===== src/rtl/mem_access_unit.sv =====
// Load/store unit between the MEM stage and a single-outstanding bus.
// Handles alignment rejection, byte-lane steering, load extension and bus timeout.
module mem_access_unit #(
  parameter int TIMEOUT = 255
) (
  input  logic        clk,
  input  logic        reset,
  input  logic        mem_read,
  input  logic        mem_write,
  input  logic [2:0]  funct3,
  input  logic [31:0] addr,
  input  logic [31:0] store_data,
  output logic [31:0] load_data,
  output logic        stall,
  output logic        misalign,
  output logic        timeout_err,
  output logic        bus_req,
  output logic        bus_we,
  output logic [31:0] bus_addr,
  output logic [3:0]  bus_wstrb,
  output logic [31:0] bus_wdata,
  input  logic        bus_ready,
  input  logic [31:0] bus_rdata
);

  typedef enum logic [1:0] {
    S_IDLE = 2'd0,
    S_BUSY = 2'd1,
    S_DONE = 2'd2
  } state_t;

  localparam logic [7:0] TIMEOUT_LAST = 8'(TIMEOUT - 1);

  state_t      r_state;
  state_t      w_next;
  logic [31:0] r_addr;
  logic [31:0] r_store_data;
  logic [2:0]  r_funct3;
  logic        r_we;
  logic [7:0]  r_cnt;
  logic        r_timeout_err;
  logic        w_idle_req;
  logic        w_aligned;
  logic        w_accept;

  // Sizes: funct3[1:0] 00 byte, 01 half, anything else behaves as word.
  function automatic logic is_aligned(input logic [2:0] f, input logic [1:0] a);
    case (f[1:0])
      2'b00:   return 1'b1;
      2'b01:   return ~a[0];
      default: return (a == 2'b00);
    endcase
  endfunction

  function automatic logic [3:0] lane_strobe(input logic [2:0] f, input logic [1:0] a);
    case (f[1:0])
      2'b00:   return 4'b0001 << a;
      2'b01:   return a[1] ? 4'b1100 : 4'b0011;
      default: return 4'b1111;
    endcase
  endfunction

  function automatic logic [31:0] lane_wdata(input logic [2:0] f, input logic [31:0] d);
    case (f[1:0])
      2'b00:   return {4{d[7:0]}};
      2'b01:   return {2{d[15:0]}};
      default: return d;
    endcase
  endfunction

  function automatic logic [31:0] extract_load(input logic [2:0] f, input logic [1:0] a,
                                               input logic [31:0] d);
    logic [31:0] sh;
    sh = d >> {a, 3'b000};
    case (f)
      3'b000:  return {{24{sh[7]}}, sh[7:0]};
      3'b001:  return {{16{sh[15]}}, sh[15:0]};
      3'b100:  return {24'h000000, sh[7:0]};
      3'b101:  return {16'h0000, sh[15:0]};
      default: return d;
    endcase
  endfunction

  // Requests are only honoured in IDLE and never while reset is held.
  assign w_idle_req = (r_state == S_IDLE) & (mem_read | mem_write) & ~reset;
  assign w_aligned  = is_aligned(funct3, addr[1:0]);
  assign w_accept   = w_idle_req & w_aligned;

  assign stall       = w_accept | (r_state == S_BUSY);
  assign misalign    = w_idle_req & ~w_aligned;
  assign timeout_err = r_timeout_err;
  assign bus_req     = (r_state == S_BUSY);
  assign bus_we      = bus_req & r_we;
  assign bus_addr    = {r_addr[31:2], 2'b00};
  assign bus_wstrb   = bus_we ? lane_strobe(r_funct3, r_addr[1:0]) : 4'b0000;
  assign bus_wdata   = lane_wdata(r_funct3, r_store_data);

  // Next-state logic; bus_ready wins over a coincident timeout.
  always_comb begin
    w_next = r_state;
    case (r_state)
      S_IDLE: begin
        if (w_accept) w_next = S_BUSY;
        else          w_next = S_IDLE;
      end
      S_BUSY: begin
        if (bus_ready)                  w_next = S_DONE;
        else if (r_cnt == TIMEOUT_LAST) w_next = S_DONE;
        else                            w_next = S_BUSY;
      end
      S_DONE:  w_next = S_IDLE;
      default: w_next = S_IDLE;
    endcase
  end

  // State register.
  always_ff @(posedge clk or posedge reset) begin
    if (reset) r_state <= S_IDLE;
    else       r_state <= w_next;
  end

  // Latched request, wait counter, load result and timeout pulse.
  always_ff @(posedge clk or posedge reset) begin
    if (reset) begin
      r_addr        <= 32'h0000_0000;
      r_store_data  <= 32'h0000_0000;
      r_funct3      <= 3'b000;
      r_we          <= 1'b0;
      r_cnt         <= 8'h00;
      r_timeout_err <= 1'b0;
      load_data     <= 32'h0000_0000;
    end else begin
      r_timeout_err <= 1'b0;
      case (r_state)
        S_IDLE: begin
          if (w_accept) begin
            r_addr       <= addr;
            r_store_data <= store_data;
            r_funct3     <= funct3;
            r_we         <= mem_write;
            r_cnt        <= 8'h00;
          end
        end
        S_BUSY: begin
          if (bus_ready) begin
            if (!r_we) load_data <= extract_load(r_funct3, r_addr[1:0], bus_rdata);
          end else if (r_cnt == TIMEOUT_LAST) begin
            r_timeout_err <= 1'b1;
            load_data     <= 32'h0000_0000;
          end else begin
            r_cnt <= r_cnt + 8'h01;
          end
        end
        default: begin
        end
      endcase
    end
  end

endmodule


===== config.mk =====
export PLATFORM = sky130hd
export DESIGN_NAME = mem_access_unit
export DESIGN_NICKNAME = d
export VERILOG_FILES = /design/src/rtl/mem_access_unit.sv
export SDC_FILE = /design/constraint.sdc
export NUM_CORES = 1
export LEC_CHECK = 0
export ABC_AREA = 1
export CORE_ASPECT_RATIO = 2
export CORE_UTILIZATION = 49
export CTS_CLUSTER_DIAMETER = 50
export DETAILED_ROUTE_END_ITERATION = 7
export PLACE_DENSITY_LB_ADDON = 0.1
export SYNTH_ARGS = -nofsm -noshare
export SYNTH_HDL_FRONTEND = slang
export SYNTH_SLANG_ARGS = --single-unit
export TNS_END_PERCENT = 50

===== constraint.sdc =====
create_clock -name clk -period 8.9 [get_ports clk]
set_input_delay 1.78 -clock clk [delete_from_list [all_inputs] [get_ports clk]]
set_output_delay 1.78 -clock clk [all_outputs]
set_load 0.1 [all_outputs]

==> results of run 1 <==
[cell type report]
cell class | count | area (um2)
sequential | 111 | 2780
clock buffer | 10 | 229
inverter | 57 | 216
timing repair buffer | 212 | 2110
tap | 142 | 178
multi-input combinational | 539 | 2360
clock inverter | 5 | 66.3
fill | 993 | 3490
[through the flow]
| stage | cells | hold WS, ns | utilization [%] | power [mW] | cell area, um2 |
|---|---|---|---|---|---|
| floorplan | 785 | 0.442 | - | 2.48 | 5790 |
| global placement | 1061 | 0.452 | 66.8 | 2.91 | 7640 |
| detailed placement | 1061 | 0.459 | 66.8 | 2.93 | 7640 |
| CTS | 1076 | 0.477 | 69.4 | 3.34 | 7930 |
| global route | 1076 | 0.495 | 69.4 | 3.46 | 7930 |
| finish | 1076 | 0.475 | 69.4 | 3.33 | 7930 |
[layer usage]
metal  global-route usage, %  vias to the layer above  wire (um)
met5                       0                        -          0
met2                    52.3                      252       9260
met3                    6.73                       46       1170
met1                    31.2                     2626       6140
li1                        -                     2709          -
met4                    14.3                        0        795
[logic make-up (layout without fill, tap and decap cells)]
family                   count (synthesis)  count (layout)
AO/OA/AOI/OAI                           88              88
XOR/XNOR                                 3               3
adder cells (fa/ha/maj)                  2               2
buffers and inverters                  135             284
flip-flops                             111             111
other                                    1               2
AND/OR/NAND/NOR                        444             444
[worst max-delay path, stage by stage]
cell and delay, ns:
clkdlybuf4s50_1 0.53, inv_1 0.07, a21oi_1 0.24, a21oi_4 0.04, buf_4 0.28, nand2_4 0.09, buf_4 0.73, nand2_1 0.11
clkdlybuf4s50_1 1.01
[synthesized netlist by cell type, types with 2 or more instances]
cell type,count
buf_4,41
nor2_1,60
nand3_1,72
o221ai_1,3
clkbuf_1,31
nand2_1,299
o22ai_1,4
buf_2,5
a21oi_1,42
o211ai_1,8
xor2_1,2
nand2_2,2
o21ai_0,29
nand4_1,3
ha_1,2
clkinv_1,2
inv_1,54
dfrtp_1,111
[registers in the layout, summed over array words and instances (netlist names)]
signal and count:
r_state 2, r_store_data 32, timeout_err 1, r_cnt 8, r_we 1, r_addr 32, r_funct3 3, load_data 32
[power breakdown]
group	internal, mW	switching (mW)	total [mW]
Combinational	0.456	1.70	2.15
Clock	0.221	0.192	0.413
Sequential	0.660	0.102	0.763
[path summary, 6_finish.rpt]
kind | end | slack [ns] | depth (start not counted) | startpoint
min | r_store_data[21] | 0.47 | 2 | r_store_data[21]
max in group asynchronous | load_data[4] | 5.65 | 3 | reset
max reg2reg | load_data[21] | 6.33 | 8 | r_funct3[1]
min reg2reg | r_store_data[21] | 0.47 | 2 | r_store_data[21]
min in group asynchronous | r_state[0] | 1.91 | 2 | reset
max | stall | 2.21 | 9 | funct3[1]
==> impl_metrics.csv, run 1 <==
group,metric,value,unit
logic_synthesis,synth_compound_area_share,8.35,%
grt,grt_pass1_vias,5582,
logic_synthesis,synth.area.mux_share,0,%
logic_synthesis,ys_types,32,
clocking,cts_max_path_buffers,2,
route,num_vias,5633,
sta,finalHoldViolCount,0,
layout,drive_gt1_share,3.10,%
grt,gr-total-overflow,0,
sta,slew_viol_final,0,
place,numPortBuffers,206,
setup_path,cp-end-kind,"output pin",
grt,grt_usage,29.0,%
place,gp_congestion,0.989,
clocking,insertion_delay,0.36,ns
sta,rsz0062_at_grt,"false",
floorplanning,initial_utilization,50.6,%
route,vias_per_cell,5.24,
logic_synthesis,synth_edf_count,0,
clocking,cts.clk_slew.worst_paths,0.07,ns
power,p_per_area,419,mW/mm2
clocking,cts_resized,0,
route,drt_iter0_drc,329,
run,timing.max_cap.violations,0,
power,vdd_ir_drop_max,344,uV
floorplanning,io-pin-count,209,
route,drc_errors,0,
route,wire_per_inst,16.1,um
floorplanning,die_x,78.8,um
route,wl,17400,um
layout,area_delta_synth_final,37.1,%
logic_synthesis,syn_avg_cell_area,7.38,um2
sta,period_needed,6.69,ns
setup_path,crit_arrival,4.91,ns
route,postRouteAntennaNets,0,
floorplanning,num_rows,55,
sta,worstMarginPinSlew,1.03,ns
logic_synthesis,synth_fa_ha_area_share,0.433,%
floorplanning,die_y,156,um
sta,fin_crit_sh,75.2,%
clocking,cts_tree,"yes",
clocking,cts.sinks,111,
place,place_ws,2.18,ns
layout,diodes,0,
sta,finClkSkew,0.0129,ns
floorplanning,die_area,0.0123,mm2
logic_synthesis,yosysTopAreaCellShare,48.0,%
status,status,"finished clean",
logic_synthesis,yosys.area_share.simple,31.2,%
clocking,post_cts_buffers,0,
setup_path,required,7.12,ns
logic_synthesis,ys_seq_area_share,48.0,%
grt,antenna_found_initial,0,
clocking,cts_hold_buf,0,
setup_path,cp-start-kind,"primary input",
logic_synthesis,synthCells,784,
grt,grt_pass1_wl,27400,um
setup_path,crit_fanout,100,
logic_synthesis,yosysWarnings,0,
logic_synthesis,yosys_most_used_dff,"dfrtp_1",
logic_synthesis,synth_area,0.00579,mm2
logic_synthesis,synth_top_cell_by_area,"dfrtp_1",
logic_synthesis,synth_top_family_by_area,"simple AND/OR/NAND/NOR gates",
clocking,ctsRootBufferMaster,"clkbuf_16",
setup_path,path_class,"primary input to output pin",
floorplanning,core,0.0114,mm2
min_path,hp-class,"register to register",
clocking,htreeDepth,3,
layout,nNetsFinal,1036,
logic_synthesis,ys_seq_elements,111,
logic_synthesis,async_flop_share,100,%
logic_synthesis,synthXorXnorAreaFrac,0.454,%
sta,fin_tns_setup,0,ns
sta,slew_headroom,30.8,%
power,power.leakage,3.96,nW
layout,mostFrequentLayoutCell,"nand2_1",
sta,setup_ws,2.21,ns
sta,fmaxAchievable,149,MHz
layout,layout_common_cells,"299 x nand2_1, 206 x clkdlybuf4s50_1, 111 x dfrtp_1, 72 x nand3_1, 60 x nor2_1",
grt,grt_max_degree,101,
sta,setup_viol,0,
place,dpl.hpwl,12900,um
clocking,cts_buffers,9,
route,dr.pass1.iters,6,
logic_synthesis,synth_area_leaders,"dfrtp_1 48%, nand2_1 19%, nand3_1 6.2%",
No activity file was read; power rests on OpenSTA's default activity.
==> run 2, diff against run 1 <==
--- a/config.mk
+++ b/config.mk
@@ -7,7 +7,7 @@
 export LEC_CHECK = 0
 export ABC_AREA = 1
 export CORE_ASPECT_RATIO = 2
-export CORE_UTILIZATION = 49
+export CORE_UTILIZATION = 41
 export CTS_CLUSTER_DIAMETER = 50
 export DETAILED_ROUTE_END_ITERATION = 7
 export PLACE_DENSITY_LB_ADDON = 0.1
==> constraint.sdc (replaced) <==
create_clock -name clk -period 6.15 [get_ports clk]
set_input_delay 1.23 -clock clk [delete_from_list [all_inputs] [get_ports clk]]
set_output_delay 1.23 -clock clk [all_outputs]
set_load 0.1 [all_outputs]
==> run 2 against run 1 <==
  * Cell count grew 4.3%
  * Critical path depth is 3 lower
  * Via count fell by 0.76%
  * Total power increased by 43%
  * Routed wire length increased by 3.3%
==> impl_metrics.csv, run 2 (synthesis gave the netlist of run 1 again) <==
group,metric,value,unit
sta,finalHoldViolCount,0,
clocking,cts_max_path_buffers,2,
setup_path,cp-end-kind,"output pin",
grt,globalRouteMet2Util,47.8,%
place,numPortBuffers,206,
layout,fillers,1311,
grt,grt_pass1_wl,28600,um
place,placed_cells,1108,
sta,slew_headroom,30.3,%
min_path,timing.hold.worst.start,"load_data[19]",
layout,area_delta_synth_final,37.7,%
clocking,ctsRootBufferMaster,"clkbuf_16",
setup_path,slowest_stage,"clkdlybuf4s50_1",
layout,top_regs,"load_data: 32 flops, r_addr: 32 flops, r_store_data: 32 flops",
grt,grt_max_degree,78,
setup_path,cp_top_family,"buffers and inverters",
setup_path,crit_chain,"buf_4 -> inv_2 -> nand2_1 -> o21ai_0 -> a21oi_2 -> clkdlybuf4s50_1",
layout,layout_common_cells,"299 x nand2_1, 204 x clkdlybuf4s50_1, 111 x dfrtp_1, 72 x nand3_1, 60 x nor2_1",
floorplanning,initial_utilization,41.9,%
power,fin_total_pwr,4.77,mW
grt,antenna_found_initial,0,
clocking,cts_resized,0,
layout,fin_util,57.6,%
floorplanning,io-pin-count,209,
min_path,hp-class,"register to register",
clocking,cts.clk_slew.worst_paths,0.08,ns
route,drc_errors,0,
layout,diodes,0,
clocking,cts_hold_buf,0,
place,dpl.hpwl,13600,um
grt,grt_use_met3,4.51,%
route,wl,17900,um
sta,worstMarginPinSlew,1.04,ns
clocking,post_cts_buffers,0,
setup_path,crit_fanout,28,
setup_path,path_class,"register to output pin",
sta,setup_viol,0,
layout,mostFrequentLayoutCell,"nand2_1",
route,num_vias,5590,
grt,gr-usage-met1,26.7,%
grt,grt.busiest_layer,"met2",
layout,final_cells,1122,
floorplanning,die_y,170,um
setup_path,critPathLaunch,"r_funct3[1]",
sta,fmaxAchievable,202,MHz
sta,fin_crit_sh,80.4,%
grt,grt_usage,25.3,%
clocking,cts.sinks,111,
setup_path,cp-start-kind,"register",
layout,nNetsFinal,1036,
sta,period_needed,4.94,ns
setup_path,crit_arrival,3.71,ns
floorplanning,core,0.0138,mm2
floorplanning,die_area,0.0146,mm2
route,wire_per_inst,16.0,um
grt,grt_pass1_vias,5622,
clocking,insertion_delay,0.34,ns
clocking,cts_buffers,9,
route,vias_per_cell,4.98,
run,timing.max_cap.violations,0,
grt,gr-total-overflow,0,
layout,drive_gt1_share,3.43,%
route,dr.pass1.iters,5,
setup_path,required,4.92,ns
setup_path,critPathMaxStageDelay,1.16,ns
sta,slew_viol_final,0,
floorplanning,num_rows,61,
status,status,"finished clean",
power,power.leakage,3.95,nW
sta,rsz0062_at_grt,"false",
sta,finClkSkew,0.0104,ns
clocking,htreeDepth,3,
setup_path,critPathBufInv,3,
place,gp_congestion,0.936,
clocking,cts_tree,"yes",
floorplanning,die_x,86.0,um
route,postRouteAntennaNets,0,
power,vdd_ir_drop_max,387,uV
setup_path,reg2reg_from,"r_funct3[1]",
route,drt_iter0_drc,239,
power,p_per_area,599,mW/mm2
run 2: cell count changes in the layout (fill, tap and decap cells not counted), sizes merged:
cell / change
buf: +2
bufinv: -1
clkbuf: -1
clkinv: +1
clkdlybuf4s50: -2
run 2: per-stage QoR:
stage	setup TNS [ns]	worst slack [ns]	area, um2	hold WS [ns]
6_report	0	1.21	7960	0.472
5_1_grt	0	0.977	7960	0.494
4_1_cts	0	1.17	7960	0.478
3_5_place_dp	0	1.55	7690	0.458
3_3_place_gp	0	1.61	7690	0.455
2_1_floorplan	-0.725	-0.286	5790	0.442
run 2: where the power goes:
group / leakage [nW] / total, mW / switching, mW / internal (mW)
Clock: 0.130 / 0.550 / 0.273 / 0.277
Combinational: 2.43 / 3.11 / 2.45 / 0.658
Sequential: 1.39 / 1.11 / 0.158 / 0.956
run 2: path summary, 6_finish.rpt:
| kind | slack (ns) | to | depth (start not counted) |
|---|---|---|---|
| max | 1.21 | bus_wstrb[1] | 6 |
| max in group asynchronous | 3.58 | load_data[30] | 3 |
| min | 0.47 | load_data[19] | 2 |
| max reg2reg | 3.50 | load_data[27] | 8 |
| min in group asynchronous | 1.57 | r_cnt[0] | 2 |
| min reg2reg | 0.47 | load_data[19] | 2 |
run 2: metal layers:
| metal | wire length, um | vias to the layer above |
|---|---|---|
| met2 | 9840 | 204 |
| met1 | 6410 | 2632 |
| li1 | - | 2718 |
| met3 | 1020 | 36 |
| met5 | 0 | - |
| met4 | 667 | 0 |
run 2: worst min-delay path, cell delays in order, from the launching register on:
cell and delay (ns):
dfrtp_1 0.35, nand2_1 0.05, nand2_1 0.04
run 2: cell type report:
cell class | count | area [um2] | area share, %
Clock buffer | 9 | 225 | 2.83
Clock inverter | 5 | 45.0 | 0.566
Inverter | 57 | 216 | 2.72
Multi-Input combinational cell | 539 | 2360 | 29.6
Sequential cell | 111 | 2780 | 34.9
Tap cell | 189 | 236 | 2.97
Timing Repair Buffer | 212 | 2100 | 26.4
==> run 3, diff against run 2 <==
==> constraint.sdc (replaced) <==
create_clock -name clk -period 4.2 [get_ports clk]
set_input_delay 0.84 -clock clk [delete_from_list [all_inputs] [get_ports clk]]
set_output_delay 0.84 -clock clk [all_outputs]
set_load 0.1 [all_outputs]
==> run 3 against run 2 <==
  * Clock power grew 58%
  * Largest cell class unchanged
  * First-iteration DRC count increased by 25%
  * Highest routed layer unchanged
  * Register-to-register slack got worse by 1.5 ns
  * Clock skew decreased by 0.0033 ns
  * Routed wire length down 1.2%
  * Global-route usage down 0.29 points
  * Die area stayed put
  * Worst hold slack barely moved
  * Flip-flop and latch count unchanged
==> impl_metrics.csv, run 3 (synthesis gave the netlist of run 1 again) <==
group,metric,value,unit
grt,grt_max_degree,79,
clocking,cts_max_path_buffers,2,
layout,area_delta_synth_final,42.8,%
layout,nNetsFinal,1039,
power,swShare,59.1,%
layout,fillers,1343,
sta,slew_viol_final,0,
place,gp_congestion,0.923,
sta,slew_headroom,31.6,%
min_path,hp-class,"register to register",
grt,grt_usage,25.0,%
min_path,timing.hold.worst.start,"load_data[18]",
clocking,insertion_delay,0.35,ns
place,dpl.hpwl,13400,um
min_path,holdPathStages,2,
sta,fin_tns_setup,0,ns
layout,drive_gt1_share,7.68,%
setup_path,path_class,"register to output pin",
layout,diodes,0,
layout,layout_common_cells,"299 x nand2_1, 175 x clkdlybuf4s50_1, 111 x dfrtp_1, 72 x nand3_1, 57 x nor2_1",
power,vdd_ir_drop_max,483,uV
clocking,htreeDepth,3,
clocking,cts_buffers,9,
floorplanning,num_rows,61,
sta,worstMarginPinSlew,1.02,ns
route,postRouteAntennaNets,0,
setup_path,required,3.36,ns
sta,period_needed,3.42,ns
sta,holdWs,0.473,ns
route,drt_iter0_drc,299,
floorplanning,core,0.0138,mm2
sta,finalHoldViolCount,0,
sta,setup_viol,0,
grt,antenna_found_initial,0,
setup_path,slowest_stage,"o21ai_0",
sta,fin_crit_sh,81.4,%
floorplanning,die_x,86.0,um
grt,grt_pass1_wl,28000,um
floorplanning,die_area,0.0146,mm2
power,p_clk_share,11.9,%
power,p_comb_share,66.1,%
place,numPortBuffers,206,
setup_path,reg2regPathDepth,9,
power,p_per_area,884,mW/mm2
place,placed_area,0.00797,mm2
clocking,cts.sinks,111,
layout,top_regs,"load_data: 32 flops, r_addr: 32 flops, r_store_data: 32 flops",
power,p_seq_share,22.0,%
layout,mostFrequentLayoutCell,"nand2_1",
layout,final_cells,1127,
power,power.leakage,4.11,nW
clocking,cts_hold_buf,0,
setup_path,reg2reg_from,"r_funct3[1]",
clocking,cts_resized,0,
setup_path,critPathLaunch,"r_funct3[1]",
layout,multi_input_area,0.00239,mm2
power,p_int,2.99,mW
layout,fin_util,59.8,%
run,timing.max_cap.violations,0,
grt,gr-total-overflow,0,
sta,fmaxAchievable,292,MHz
setup_path,crit_arrival,2.58,ns
clocking,cts.clk_slew.worst_paths,0.08,ns
route,dr.pass1.iters,7,
setup_path,crit_fanout,20,
floorplanning,initial_utilization,41.9,%
setup_path,crit_chain,"buf_4 -> or2_2 -> clkinv_1 -> o21ai_0 -> buf_12",
setup_path,critPathMaxStageDelay,0.69,ns
sta,finClkSkew,0.00710,ns
route,wl,17700,um
grt,grt_pass1_vias,5708,
clocking,cts_tree,"yes",
route,num_vias,5582,
route,vias_per_cell,4.95,
route,wire_per_inst,15.7,um
status,status,"finished clean",
floorplanning,io-pin-count,209,
setup_path,cp-start-kind,"register",
clocking,post_cts_buffers,0,
power,switchingPower,4.32,mW
place,placed_cells,1111,
sta,rsz0062_at_grt,"false",
setup_path,cp-end-kind,"output pin",
floorplanning,die_y,170,um
route,drc_errors,0,
layout,final_area,0.00826,mm2
clocking,ctsRootBufferMaster,"clkbuf_16",
layout,seqCellArea,0.00278,mm2
==> run 3: cell count changes in the layout (fill, tap and decap cells not counted), sizes merged <==
cell           previous run  this run
clkinv                    4         3
buf                       8        40
clkinvlp                  1         0
clkdlybuf4s50           204       175
inv                      57        60
clkbuf                    9        10
==> run 3: cell type report <==
type / instances / area share (%)
Timing Repair Buffer: 215 / 28.3
Clock inverter: 6 / 0.697
Multi-Input combinational cell: 539 / 29.0
Tap cell: 189 / 2.86
Inverter: 57 / 2.62
Sequential cell: 111 / 33.6
Clock buffer: 10 / 2.89
==> run 3: through the flow <==
step	total power, mW	setup slack [ns]
3_5_place_dp	6.48	0.929
3_3_place_gp	6.45	0.945
5_1_grt	7.61	0.630
6_report	7.31	0.781
2_1_floorplan	5.26	0.0595
4_1_cts	7.37	0.777
==> run 3: worst paths after layout <==
path,end,slack (ns)
min,load_data[18],0.47
max reg2reg,load_data[16],2.03
min in group asynchronous,r_addr[10],1.10
max in group asynchronous,load_data[11],2.35
max,bus_wdata[11],0.78
min reg2reg,load_data[18],0.47
==> run 3: power by group through the flow <==
stage	Combinational (mW)	Sequential [mW]	Clock, mW
2_1_floorplan	2.67	2.59	0
3_3_place_gp	4.83	1.62	0
3_5_place_dp	4.85	1.63	0
4_1_cts	4.85	1.61	0.897
5_1_grt	5.02	1.65	0.934
6_report	4.83	1.61	0.869
==> run 3: critical path, delay by kind of cell, from the launching register on <==
| kind | cells | cell delay [ns] |
|---|---|---|
| flip-flops | 1 | 0.35 |
| AO/OA/AOI/OAI | 1 | 0.69 |
| buffers and inverters | 3 | 0.99 |
| AND/OR/NAND/NOR | 1 | 0.18 |
==> run 3: layer usage <==
layer / vias up / GRT usage, % / wire, um
met1: 2626 / 25.2 / 6250
met5: - / 0 / 0
met2: 193 / 46.4 / 9600
met4: 0 / 12.9 / 784
met3: 42 / 6.01 / 1080
li1: 2721 / - / -
